--- src/rtl/fp16_log_addr_stage.sv ---
// fp16_log_addr_stage
//   Address stage in front of the 256-entry FP16 log-mantissa LUT. Each FP16
//   operand is split into a signed unbiased exponent and a LUT address formed
//   from the top mantissa bits. The address is registered and driven to the
//   LUT (S1). The LUT's combinational result is then captured together with
//   the exponent and the class flags (S2). The stage sustains one operand per
//   clock, with valid/ready on both sides.
//
//   Build option: define LOG_ADDR_ROUND_EN to round the LUT address half-up.
//   A carry out of the address renormalises the exponent. Without the macro
//   the address is truncated.
//
// Ports
//   clk        in   1          rising-edge clock
//   reset      in   1          asynchronous, active-high
//   in_valid   in   1          input operand valid
//   in_ready   out  1          stage can accept an operand
//   in_data    in   DWIDTH     FP16 operand
//   lut_addr   out  ADDR_W     registered LUT address
//   lut_log    in   DWIDTH     LUT data for lut_addr (same cycle)
//   out_valid  out  1          result valid
//   out_ready  in   1          downstream accepts result
//   out_exp    out  EXPONENT+1 signed unbiased exponent
//   out_log    out  DWIDTH     captured LUT value
//   out_flags  out  4          {neg, zero, inf, nan}
module fp16_log_addr_stage #(
   parameter int unsigned DWIDTH   = 16,
   parameter int unsigned EXPONENT = 5,
   parameter int unsigned MANTISSA = 10,
   parameter int unsigned ADDR_W   = 8,
   parameter int unsigned BIAS     = 15
) (
   input  logic                clk,
   input  logic                reset,
   input  logic                in_valid,
   output logic                in_ready,
   input  logic [DWIDTH-1:0]   in_data,
   output logic [ADDR_W-1:0]   lut_addr,
   input  logic [DWIDTH-1:0]   lut_log,
   output logic                out_valid,
   input  logic                out_ready,
   output logic [EXPONENT:0]   out_exp,
   output logic [DWIDTH-1:0]   out_log,
   output logic [3:0]          out_flags
);

   localparam logic [EXPONENT-1:0] EXP_MAX = '1;

   // Field decode
   logic                sgn;
   logic [EXPONENT-1:0] exp_f;
   logic [ADDR_W-1:0]   man_hi;
   logic                man_nz;
   logic [EXPONENT:0]   exp_unb;
   logic                is_zero, is_inf, is_nan;
   logic [ADDR_W-1:0]   dec_addr;
   logic [EXPONENT:0]   dec_exp;
   logic [3:0]          dec_flags;
`ifdef LOG_ADDR_ROUND_EN
   logic                rnd_bit;
   logic [ADDR_W:0]     addr_sum;
`endif

   // Pipeline state
   logic                s1_valid_q, s1_valid_d;
   logic [ADDR_W-1:0]   s1_addr_q, s1_addr_d;
   logic [EXPONENT:0]   s1_exp_q, s1_exp_d;
   logic [3:0]          s1_flags_q, s1_flags_d;
   logic                out_valid_q, out_valid_d;
   logic [EXPONENT:0]   out_exp_q, out_exp_d;
   logic [DWIDTH-1:0]   out_log_q, out_log_d;
   logic [3:0]          out_flags_q, out_flags_d;

   logic                in_fire;
   logic                s2_load;

   always_comb begin
      sgn     = in_data[DWIDTH-1];
      exp_f   = in_data[DWIDTH-2 -: EXPONENT];
      man_hi  = in_data[MANTISSA-1 -: ADDR_W];
      man_nz  = |in_data[MANTISSA-1:0];
      exp_unb = {1'b0, exp_f} - (EXPONENT+1)'(BIAS);
      is_zero = (exp_f == '0);
      is_inf  = (exp_f == EXP_MAX) && !man_nz;
      is_nan  = (exp_f == EXP_MAX) && man_nz;

`ifdef LOG_ADDR_ROUND_EN
      // Round half up. A carry out means the mantissa rounded to 2.0, so the
      // address wraps to 0 and the exponent goes up by one.
      rnd_bit  = in_data[MANTISSA-ADDR_W-1];
      addr_sum = {1'b0, man_hi} + (ADDR_W+1)'(rnd_bit);
      dec_addr = addr_sum[ADDR_W-1:0];
      dec_exp  = exp_unb + (EXPONENT+1)'(addr_sum[ADDR_W]);
`else
      dec_addr = man_hi;
      dec_exp  = exp_unb;
`endif

      // Zero/denormal, inf and nan all present address 0 and exponent 0.
      if (is_zero || is_inf || is_nan) begin
         dec_addr = '0;
         dec_exp  = '0;
      end
      dec_flags = {sgn, is_zero, is_inf, is_nan};
   end

   // Handshake. A held output blocks S1 only when S1 is also occupied.
   always_comb begin
      in_ready = !s1_valid_q || !out_valid_q || out_ready;
      in_fire  = in_valid && in_ready;
      s2_load  = s1_valid_q && (!out_valid_q || out_ready);

      s1_valid_d  = in_fire ? 1'b1 : (s2_load ? 1'b0 : s1_valid_q);
      s1_addr_d   = in_fire ? dec_addr  : s1_addr_q;
      s1_exp_d    = in_fire ? dec_exp   : s1_exp_q;
      s1_flags_d  = in_fire ? dec_flags : s1_flags_q;

      out_valid_d = s2_load || (out_valid_q && !out_ready);
      out_exp_d   = s2_load ? s1_exp_q   : out_exp_q;
      out_log_d   = s2_load ? lut_log    : out_log_q;
      out_flags_d = s2_load ? s1_flags_q : out_flags_q;
   end

   always_ff @(posedge clk or posedge reset) begin
      if (reset) begin
         s1_valid_q  <= 1'b0;
         s1_addr_q   <= '0;
         s1_exp_q    <= '0;
         s1_flags_q  <= '0;
         out_valid_q <= 1'b0;
         out_exp_q   <= '0;
         out_log_q   <= '0;
         out_flags_q <= '0;
      end else begin
         s1_valid_q  <= s1_valid_d;
         s1_addr_q   <= s1_addr_d;
         s1_exp_q    <= s1_exp_d;
         s1_flags_q  <= s1_flags_d;
         out_valid_q <= out_valid_d;
         out_exp_q   <= out_exp_d;
         out_log_q   <= out_log_d;
         out_flags_q <= out_flags_d;
      end
   end

   assign lut_addr  = s1_addr_q;
   assign out_valid = out_valid_q;
   assign out_exp   = out_exp_q;
   assign out_log   = out_log_q;
   assign out_flags = out_flags_q;

endmodule

--- config.mk ---
export PLATFORM = sky130hd
export DESIGN_NAME = fp16_log_addr_stage
export DESIGN_NICKNAME = d
export VERILOG_FILES = /design/src/rtl/fp16_log_addr_stage.sv
export SDC_FILE = /design/constraint.sdc
export NUM_CORES = 1
export LEC_CHECK = 0
export ABC_AREA = 1
export CORE_ASPECT_RATIO = 0.75
export CORE_MARGIN = 5
export CORE_UTILIZATION = 48
export CTS_CLUSTER_SIZE = 10
export DETAILED_ROUTE_END_ITERATION = 8
export MAX_ROUTING_LAYER = met4
export PLACE_DENSITY = 0.94
export SYNTH_ARGS = -nofsm -noshare
export SYNTH_HDL_FRONTEND = slang
export SYNTH_SLANG_ARGS = --single-unit
--- constraint.sdc ---
create_clock -name clk -period 3.8 [get_ports clk]
set_input_delay 0.38 -clock clk [delete_from_list [all_inputs] [get_ports clk]]
set_output_delay 0.38 -clock clk [all_outputs]
set_load 0.02 [all_outputs]
## Word level (Yosys, flattened, before mapping)

Index checks and enable logic that the tools add are counted.

- Input bits: 36
- Memory bits (read-only): 0
- Word-level logic and storage cells: 32
- Memories kept: 0
- Latch bits: 0
- RAM bits: 0
- Output and inout bits: 36
- Flip-flop bits (word level): 46

- Multiplexer cells: 4
- Multipliers: 0
- $add $sub $neg: 1
- $lt $le $gt $ge: 0
- Bitwise gates (word level): 0
- Shift-type cells: 0
- Equality and inequality tests: 1
- Div/mod/pow operators: 0
- Reductions and logical operators: 18

Operators with widths:

| cell | number |
|---|---|
| $reduce_or A10 Y1 | 1 |
| $mux W8 | 1 |
| $logic_or A1 B1 Y1 | 6 |
| $mux W6 | 1 |
| $sub A5 B4 Y6 const B | 1 |
| $eq A5 B5 Y1 const B | 1 |
| $logic_and A1 B1 Y1 | 5 |
| $logic_not A5 Y1 | 1 |
| $logic_not A1 Y1 | 4 |
| $mux W1 | 2 |
| $reduce_bool A2 Y1 | 1 |

## Depth between registers and ports, before layout

Gate-level depths: netlist of run 1.

- Word-level depth: 6
- Gate-level depth with buffers: 8
- Mapped depth without buffers: 8

## Least setup slack after synthesis of run 1

OpenSTA, ideal clock, no wires.

- Path kind: input to register
- Start point: input port in_data[10]
- End point: register s1_exp_q[2]
- Library setup time: 0.117 ns
- Data required time: 3.683 ns
- Data arrival time: 1.118 ns
- Path slack: 2.565 ns
- Stages on the path: 8
- Path buffers: 1
- Cells stage by stage: inv_1 > ha_1 > nand2_1 > nor2_1 > nor2_4 > buf_6 > nand3_1 > nand2_1

- Longest elaborated chain between the ends: 5
- Elaborated cells between the ends (all ways): 8
- Classes of those cells: 1 x add/sub; 1 x eq/ne; 1 x mux; 5 x reduce/logical

Ends and longest elaborated chain:

| what | RTL line | text |
|---|---|---|
| from (decl) | 37 | `input logic [DWIDTH-1:0] in_data,` |
| branches (longest 4 deep; another with $sub A5 B4 Y6) | - |  |
| $mux W6 * | 100 | `if (is_zero \|\| is_inf \|\| is_nan) begin` |
| to (signal assigned) | 137 | `s1_exp_q <= s1_exp_d;` |
| to (decl) | 67 | `logic [EXPONENT:0] s1_exp_q, s1_exp_d;` |

Mark *: on every way between the ends.
A chain may end at the register's enable or synchronous reset.

## Worst setup path in the final report of run 1

- Start point: register s1_valid_q
- End point: output port in_ready

- Longest elaborated chain between the ends: 3

Ends and longest elaborated chain:

| what | RTL line | text |
|---|---|---|
| from (decl) | 65 | `logic s1_valid_q, s1_valid_d;` |
| from (signal assigned) | 135 | `s1_valid_q <= s1_valid_d;` |
| $logic_not A1 Y1 | 109 | `in_ready = !s1_valid_q \|\| !out_valid_q \|\| out_ready;` |
| $logic_or A1 B1 Y1 (2 in a row) | 109 |  |
| to (decl) | 36 | `output logic in_ready,` |

Every way passes these cells.

==> results.yml, run 1 <==
synth:
  synthTopCellsByCount: "91 x nand2_1, 46 x dfrtp_1, 41 x nand3_1, 13 x inv_1, 10 x nor2_1"
  yosysMostFrequentCell: "nand2_1"
  ys.warnings.count: 0
  syn_area_mm2: 0.00201
  ys_seq_elements: 46
  synthTopCellsByArea: "dfrtp_1 57%, nand2_1 17%, nand3_1 10%, buf_6 3.4%, inv_1 2.4%"
  ys_seq_area_share_pct: 57.2
  synth_top_cell_by_area: "dfrtp_1"
  avgSynthCellArea_um2: 8.82
  dominantRegCellSynth: "dfrtp_1"
  async_reset_ff_share_pct: 100
  synth_top_area_share_pct: 57.2
  synth_cell_types: 18
  syn_inst: 228
  synth_edf_count: 0
  syn-num-nets: 267
detailed_routing:
  drt_iter0_drc: 80
  wl_per_cell_um: 13.2
  routed_wl_um: 4620
  drc: 0
  dr.pass1.iters: 4
  vias: 1745
  viasPerCell: 4.97
  ant_nets: 0
critical_path:
  path_max_fanout: 27
  cp.required_ns: 3.42
  r2r_start: "s1_valid_q$_DFFE_PP0P_"
  rrSetupSlack_ns: 1.95
  worstSetupPathType: "reg2out"
  cp-startpoint: "s1_valid_q$_DFFE_PP0P_"
  end_kind: "output pin"
  start_kind: "register"
  crit_arrival_ns: 1.97
clock_network:
  cts_hold_buf: 0
  cts_max_level: 2
  cts_root_buf: "clkbuf_8"
  ctsResizeCount: 0
  cts_tree: "done"
  clk_pin_slew_ns: 0.07
  clockBufferDepth: 2
  post-cts-setup-buffers: 0
  cts_buffers: 5
  clock-sinks: 46
  insertion_delay_ns: 0.29
finish:
  area_growth_pct: 38.6
  drive_gt1_share_pct: 5.07
  post-route-cell-area_mm2: 0.00279
  diodes: 0
  fin_nets: 334
floorplanning:
  die_w_um: 84.8
  die_y_um: 66.1
  io_pins: 72
  die_area_mm2: 0.00560
  fp-row-count: 20
  start_util_pct: 49.6
  design.core.area_mm2: 0.00405
global_routing:
  grt_pass1_wl_um: 7840
  antenna_found_initial: 0
  use_met2_pct: 27.9
  grt_start_max_net_pins: 47
  gr-usage-met3_pct: 7.22
  gr-max-usage-layer: "met2"
  gr-total-overflow: 0
  use_met1_pct: 23.1
  grt_pass1_vias: 1698
  grt_usage_pct: 18.4
place:
  place_area_mm2: 0.00270
  gp_congestion: 0.799
  port_buffers: 71
  dp_slack_ns: 1.70
  dp_hpwl_um: 3250
timing:
  period_minus_slack_ns: 2.35
  hold_viol: 0
  timing_max_transition_violations_final: 0
  tightest_slew_ns: 0.926
  clock_skew_ns: 0.00684
  setup_viol: 0
  finalSetupTns_ns: 0
  finalCritPeriodShare_pct: 61.7
  rsz0062_at_grt: "false"
  hold_ws_ns: 0.474
  slew_headroom_pct: 38.2
  worst_slack_ns: 1.45
  fmax_mhz: 426
hold_path:
  hold_class: "reg2reg"
  worstHoldStart: "out_log[9]$_DFFE_PP0P_"
run:
  maxCapViolations: 0
power_and_ir_drop:
  vdd_drop_max_uv: 286
  leakage_uw: 0.00140
  p_per_area_mw_per_mm2: 493
  total_power_uw: 1380
outcome:
  status: "finished clean"
==> per-stage QoR <==
step,cells,util [%]
finish,351,68.8
floorplan,228,-
global placement,343,66.5
CTS,351,68.8
global route,351,68.8
detailed placement,343,66.5
==> cells by family (layout without fill, tap and decap cells) <==
logic type / count (synthesis) / count (layout) / synth area share, %
compound gates: 5 / 5 / 1.24
xor+xnor: 1 / 1 / 0.435
flops: 46 / 46 / 57.2
buf+inv: 25 / 93 / 7.28
fa+ha+maj: 3 / 3 / 1.87
simple gates: 148 / 148 / 32.0
==> per-layer routing <==
metal	up-vias	routed length (um)
li1	852	-
met1	813	2200
met2	74	1920
met3	6	453
met4	0	51
met5	-	0
==> registers in the layout, indices dropped and copies added (netlist names) <==
signal / flops
out_valid: 1
out_exp: 6
s1_valid_q: 1
lut_addr: 8
s1_flags_q: 4
s1_exp_q: 6
out_flags: 4
out_log: 16
==> placed cells by master (no fill, tap or decap), types with 2 or more instances in the layout <==
cell	Yosys	final
clkbuf_8	0	6
clkdlybuf4s50_1	0	71
dfrtp_1	46	46
ha_1	3	3
inv_1	13	12
inv_2	1	2
nand2_1	91	91
nand2_2	2	2
nand3_1	41	41
nor2_1	10	10
o21ai_0	5	5
==> area by class of cell <==
class | count | area (um^2)
Clock inverter | 1 | 5.00
Fill cell | 335 | 1260
Sequential cell | 46 | 1150
Clock buffer | 7 | 86.3
Timing Repair Buffer | 71 | 711
Multi-Input combinational cell | 157 | 714
Inverter | 14 | 52.6
Tap cell | 55 | 68.8
==> report_power, final <==
part	internal (uW)	switching (uW)	leakage [uW]
Clock	147	151	0.0000482
Sequential	578	62.1	0.000576
Combinational	207	231	0.000773
Total	932	444	0.00140
==> worst max-delay path: stages, from the launching register on <==
cell	delay [ns]
dfrtp_1	0.94
nand3_4	0.16
clkdlybuf4s50_1	0.58
==> worst paths after layout <==
check,endpoint,cells past startpoint
worst max-delay path,in_ready,2
worst min-delay path,out_log[9]$_DFFE_PP0P_,2
worst max register to register,out_flags[2]$_DFFE_PP0P_,3
worst min register to register,out_log[9]$_DFFE_PP0P_,2
max in group asynchronous,out_log[13]$_DFFE_PP0P_,2
min in group asynchronous,out_exp[1]$_DFFE_PP0P_,2
Note: power is estimated with default switching activity, not from simulation.
==> run 2, diff against run 1 <==
--- a/config.mk
+++ b/config.mk
@@ -8,11 +8,11 @@
 export ABC_AREA = 1
 export CORE_ASPECT_RATIO = 0.75
 export CORE_MARGIN = 5
-export CORE_UTILIZATION = 48
+export CORE_UTILIZATION = 44
 export CTS_CLUSTER_SIZE = 10
 export DETAILED_ROUTE_END_ITERATION = 8
 export MAX_ROUTING_LAYER = met4
-export PLACE_DENSITY = 0.94
+export PLACE_DENSITY = 0.88
 export SYNTH_ARGS = -nofsm -noshare
 export SYNTH_HDL_FRONTEND = slang
 export SYNTH_SLANG_ARGS = --single-unit
==> constraint.sdc (replaced) <==
create_clock -name clk -period 2.2 [get_ports clk]
set_input_delay 0.22 -clock clk [delete_from_list [all_inputs] [get_ports clk]]
set_output_delay 0.22 -clock clk [all_outputs]
set_load 0.02 [all_outputs]
==> run 2 against run 1 <==
Largest cell class unchanged; non-clock buffer count rose by 3; sequential share of layout area fell by 1.1 points; highest routed layer unchanged; global-route usage fell by 1.2 points; final cell count rose by 1.4%; sequential power rose by 69%; combinational power rose by 80%; cell area rose by 2.7%; power rose by 92%; flip-flop and latch count did not move.
==> results.yml, run 2 (synthesis results as in run 1) <==
critical_path:
  cp_slowest_cell: "clkdlybuf4s50_1"
  cp_cell_sequence: "nand3_4 -> clkdlybuf4s50_1"
  crit_arrival_ns: 1.45
  worstSetupPathType: "reg2out"
  end_kind: "output pin"
  critPathMaxStageDelay_ns: 0.61
  rrSetupSlack_ns: 0.76
  cp.required_ns: 1.98
  path_delay_family: "buffers and inverters"
  start_kind: "register"
  path_max_fanout: 3
  worst-path-buf-inv: 1
power_and_ir_drop:
  p_comb_share_pct: 29.9
  clockPowerShare_pct: 29.0
  p_int_uw: 1850
  total_power_uw: 2640
  leakage_uw: 0.00143
  switchingPower_uw: 788
  vdd_drop_max_uv: 462
  p_sw_share_pct: 29.9
  power_frac_seq_pct: 41.1
  p_per_area_mw_per_mm2: 920
finish:
  final_cell_count_no_fill: 356
  largest_reg_flops: 16
  drive_gt1_share_pct: 6.35
  diodes: 0
  multiInputGateArea_um2: 714
  area_growth_pct: 42.4
  fin_nets: 337
  seq_area_mm2: 0.00115
  mostFrequentLayoutCell: "nand2_1"
  fillers: 380
  final_cell_mix: "91 x nand2_1, 71 x clkdlybuf4s50_1, 46 x dfrtp_1"
clock_network:
  cts_max_level: 2
  ctsResizeCount: 0
  insertion_delay_ns: 0.29
  post-cts-setup-buffers: 0
  clockBufferDepth: 2
  clk_pin_slew_ns: 0.08
  cts_hold_buf: 0
  cts_root_buf: "clkbuf_8"
  clock-sinks: 46
  cts_buffers: 5
  cts_tree: "done"
timing:
  setup_viol: 0
  finalSetupTns_ns: 0
  timing_max_transition_violations_final: 0
  tightest_slew_ns: 0.497
  hold_ws_ns: 0.206
  fmax_mhz: 598
  hold_viol: 0
  finalCritPeriodShare_pct: 76.0
  period_minus_slack_ns: 1.67
  clock_skew_ns: 0.00507
  worst_slack_ns: 0.528
  slew_headroom_pct: 66.8
  rsz0062_at_grt: "false"
global_routing:
  grt_pass1_wl_um: 7740
  antenna_found_initial: 0
  grt_pass1_vias: 1783
  grt_usage_pct: 17.3
  gr-total-overflow: 0
  grt_start_max_net_pins: 30
floorplanning:
  fp-row-count: 21
  die_y_um: 68.6
  die_area_mm2: 0.00604
  die_w_um: 88.1
  start_util_pct: 45.3
  design.core.area_mm2: 0.00444
  io_pins: 72
detailed_routing:
  vias: 1748
  routed_wl_um: 4820
  drt_iter0_drc: 81
  dr.pass1.iters: 4
  wl_per_cell_um: 13.5
  ant_nets: 0
  viasPerCell: 4.91
  drc: 0
place:
  dp_slack_ns: 0.512
  port_buffers: 71
  gp_congestion: 0.758
  dp_hpwl_um: 3380
  dp.cells: 348
outcome:
  status: "finished clean"
run:
  maxCapViolations: 0
hold_path:
  hold_class: "in2async"
## run 2: cell types whose count changed in the layout (fill, tap and decap cells not counted)
cell       delta
clkinv_2      -1
clkbuf_1      -1
buf_4         +3
bufinv_16     +2
## run 2: power groups by stage
stage / Combinational (uW) / Clock [uW] / Sequential (uW)
2_1_floorplan: 252 / 0 / 1260
3_3_place_gp: 782 / 0 / 1090
3_5_place_dp: 799 / 0 / 1100
4_1_cts: 803 / 784 / 1080
5_1_grt: 857 / 816 / 1100
6_report: 789 / 764 / 1080
## run 2: worst reg2reg max path, cell delays in order (launching register included)
cell,delay [ns]
dfrtp_1,0.40
buf_4,0.31
nand2_2,0.37
nand2_1,0.15
o21ai_0,0.08
## run 2: final timing paths
check | startpoint | to | cells after the start
max | out_valid$_DFF_PP0_ | in_ready | 2
min | reset | out_log[14]$_DFFE_PP0P_ | 2
max reg2reg | s1_valid_q$_DFFE_PP0P_ | out_flags[2]$_DFFE_PP0P_ | 4
min reg2reg | out_flags[1]$_DFFE_PP0P_ | out_flags[1]$_DFFE_PP0P_ | 2
max in group asynchronous | reset | out_exp[1]$_DFFE_PP0P_ | 3
min in group clk | out_flags[1]$_DFFE_PP0P_ | out_flags[1]$_DFFE_PP0P_ | 2
## run 2: final cells by class
type                            count  share of cell area, %
Timing Repair Buffer               74                   25.6
Inverter                           14                   1.83
Multi-Input combinational cell    157                   24.9
Sequential cell                    46                   40.2
Clock inverter                      2                   2.10
Tap cell                           57                   2.49
Clock buffer                        6                   2.88
## run 2: routing by layer
metal / up-vias / share of wire (%) / global-route usage, %
met1: 827 / 44 / 20.8
met5: - / 0 / -
met4: 0 / 1.5 / 6.98
li1: 852 / - / -
met3: 6 / 9.9 / 4.75
met2: 63 / 44 / 27.9
## run 2: stage by stage
step / area, um^2 / util [%]
floorplan: 2010 / -
global placement: 2720 / 61.3
detailed placement: 2720 / 61.3
CTS: 2870 / 64.5
global route: 2870 / 64.5
finish: 2870 / 64.5
==> run 3, diff against run 2 <==
==> constraint.sdc (replaced) <==
create_clock -name clk -period 1.6 [get_ports clk]
set_input_delay 0.16 -clock clk [delete_from_list [all_inputs] [get_ports clk]]
set_output_delay 0.16 -clock clk [all_outputs]
set_load 0.02 [all_outputs]
==> run 3 against run 2 <==
Setup slack worse by 0.47 ns; combinational power up 39%; core utilization up 0.42 points; die area unchanged; power up 37%; cell area up 0.66%; sequential power up 38%; via count up 0.46%; non-clock buffer count up 1; sequential share of layout area down 0.26 points; clock power up 34%; worst hold slack worse by 0.050 ns.
==> results.yml, run 3 (synthesis results as in run 1) <==
critical_path:
  crit_arrival_ns: 1.38
  start_kind: "register"
  cp_cell_sequence: "clkdlybuf4s50_1"
  cp.required_ns: 1.44
  end_kind: "output pin"
  worst-path-buf-inv: 1
  cp_slowest_cell: "clkdlybuf4s50_1"
  worstSetupPathType: "reg2out"
  path_delay_family: "buffers and inverters"
  critPathMaxStageDelay_ns: 0.65
  path_max_fanout: 3
global_routing:
  grt_start_max_net_pins: 31
  gr-usage-met3_pct: 5.58
  gr-max-usage-layer: "met2"
  gr-total-overflow: 0
  grt_usage_pct: 18.2
  use_met2_pct: 26.0
  antenna_found_initial: 0
  use_met1_pct: 24.5
  grt_pass1_wl_um: 8130
  grt_pass1_vias: 1703
clock_network:
  cts_max_level: 2
  clock-sinks: 46
  insertion_delay_ns: 0.30
  cts_tree: "done"
  cts_buffers: 5
  cts_root_buf: "clkbuf_8"
  post-cts-setup-buffers: 0
  clk_pin_slew_ns: 0.08
  clockBufferDepth: 2
finish:
  fin_nets: 338
  fillers: 368
  final_cell_mix: "91 x nand2_1, 70 x clkdlybuf4s50_1, 46 x dfrtp_1"
  largest_reg_flops: 16
  mostFrequentLayoutCell: "nand2_1"
  area_growth_pct: 43.3
  final_cell_count_no_fill: 357
  drive_gt1_share_pct: 6.67
  post-route-cell-area_mm2: 0.00288
  seq_area_mm2: 0.00115
  diodes: 0
  multiInputGateArea_um2: 719
timing:
  period_minus_slack_ns: 1.54
  fmax_mhz: 649
  hold_viol: 0
  rsz0062_at_grt: "false"
  timing_max_transition_violations_final: 0
  finalCritPeriodShare_pct: 96.3
  hold_ws_ns: 0.156
  setup_viol: 0
  tightest_slew_ns: 0.371
  finalSetupTns_ns: 0
  clock_skew_ns: 0.00151
  slew_headroom_pct: 75.2
floorplanning:
  die_area_mm2: 0.00604
  fp-row-count: 21
  io_pins: 72
  die_y_um: 68.6
  start_util_pct: 45.3
  die_w_um: 88.1
  design.core.area_mm2: 0.00444
detailed_routing:
  drt_iter0_drc: 147
  drc: 0
  wl_per_cell_um: 13.9
  dr.pass1.iters: 4
  viasPerCell: 4.92
  routed_wl_um: 4960
  vias: 1756
  ant_nets: 0
place:
  port_buffers: 71
  place_area_mm2: 0.00274
  dp.cells: 349
  dp_hpwl_um: 3520
  gp_congestion: 0.839
outcome:
  status: "finished clean"
power_and_ir_drop:
  clockPowerShare_pct: 28.3
  vdd_drop_max_uv: 629
  power_frac_seq_pct: 41.2
  switchingPower_uw: 1100
  p_per_area_mw_per_mm2: 1250
  p_comb_share_pct: 30.5
  p_int_uw: 2510
  leakage_uw: 0.00144
  p_sw_share_pct: 30.6
hold_path:
  hold_class: "in2async"
run:
  maxCapViolations: 0
[run 3: cell type report]
class / instances / area share [%]
inverter: 14 / 1.82
tap: 57 / 2.47
clock inverter: 3 / 2.39
multi-input combinational: 157 / 24.9
timing repair buffer: 75 / 26.1
clock buffer: 5 / 2.39
sequential: 46 / 39.9
[run 3: metrics by stage]
step / utilization (%) / setup WS (ns) / total power, uW
2_1_floorplan: - / 0.352 / 2070
3_3_place_gp: 61.8 / 0.0327 / 2590
3_5_place_dp: 61.8 / -0.0192 / 2620
4_1_cts: 64.8 / 0.0499 / 3640
5_1_grt: 64.9 / 0.0162 / 3810
6_report: 64.9 / 0.0596 / 3610
[run 3: worst paths after layout]
kind	from	to	slack (ns)	cells past startpoint
max	out_valid$_DFF_PP0_	out_valid	0.06	1
min	reset	out_log[15]$_DFFE_PP0P_	0.16	2
max reg2reg	s1_valid_q$_DFFE_PP0P_	out_exp[0]$_DFFE_PP0P_	0.28	4
min reg2reg	out_log[6]$_DFFE_PP0P_	out_log[6]$_DFFE_PP0P_	0.47	2
max in group asynchronous	reset	out_exp[0]$_DFFE_PP0P_	0.97	3
min in group clk	lut_log[3]	out_log[3]$_DFFE_PP0P_	0.41	3
[run 3: power groups by stage]
stage                     combinational (uW)  clock [uW]  sequential [uW]
after CTS                               1110        1040             1490
final                                   1100        1020             1490
after global routing                    1200        1100             1520
after detailed placement                1110           0             1510
after global placement                  1080           0             1510
after floorplan                          346           0             1730
[run 3: what timing repair did]
item | CTS | global route
endpoints found under the setup margin | 1 | 2
gates resized for setup | 1 | 1
pin swaps | 0 | 0
hold buffers | 0 | 0
[run 3: layer usage]
| metal | vias to the layer above | wire length (um) | share of wire [%] |
|---|---|---|---|
| met1 | 812 | 2290 | 46 |
| met3 | 13 | 474 | 9.6 |
| met5 | - | 0 | 0 |
| met2 | 79 | 2080 | 42 |
| li1 | 852 | - | - |
| met4 | 0 | 121 | 2.4 |
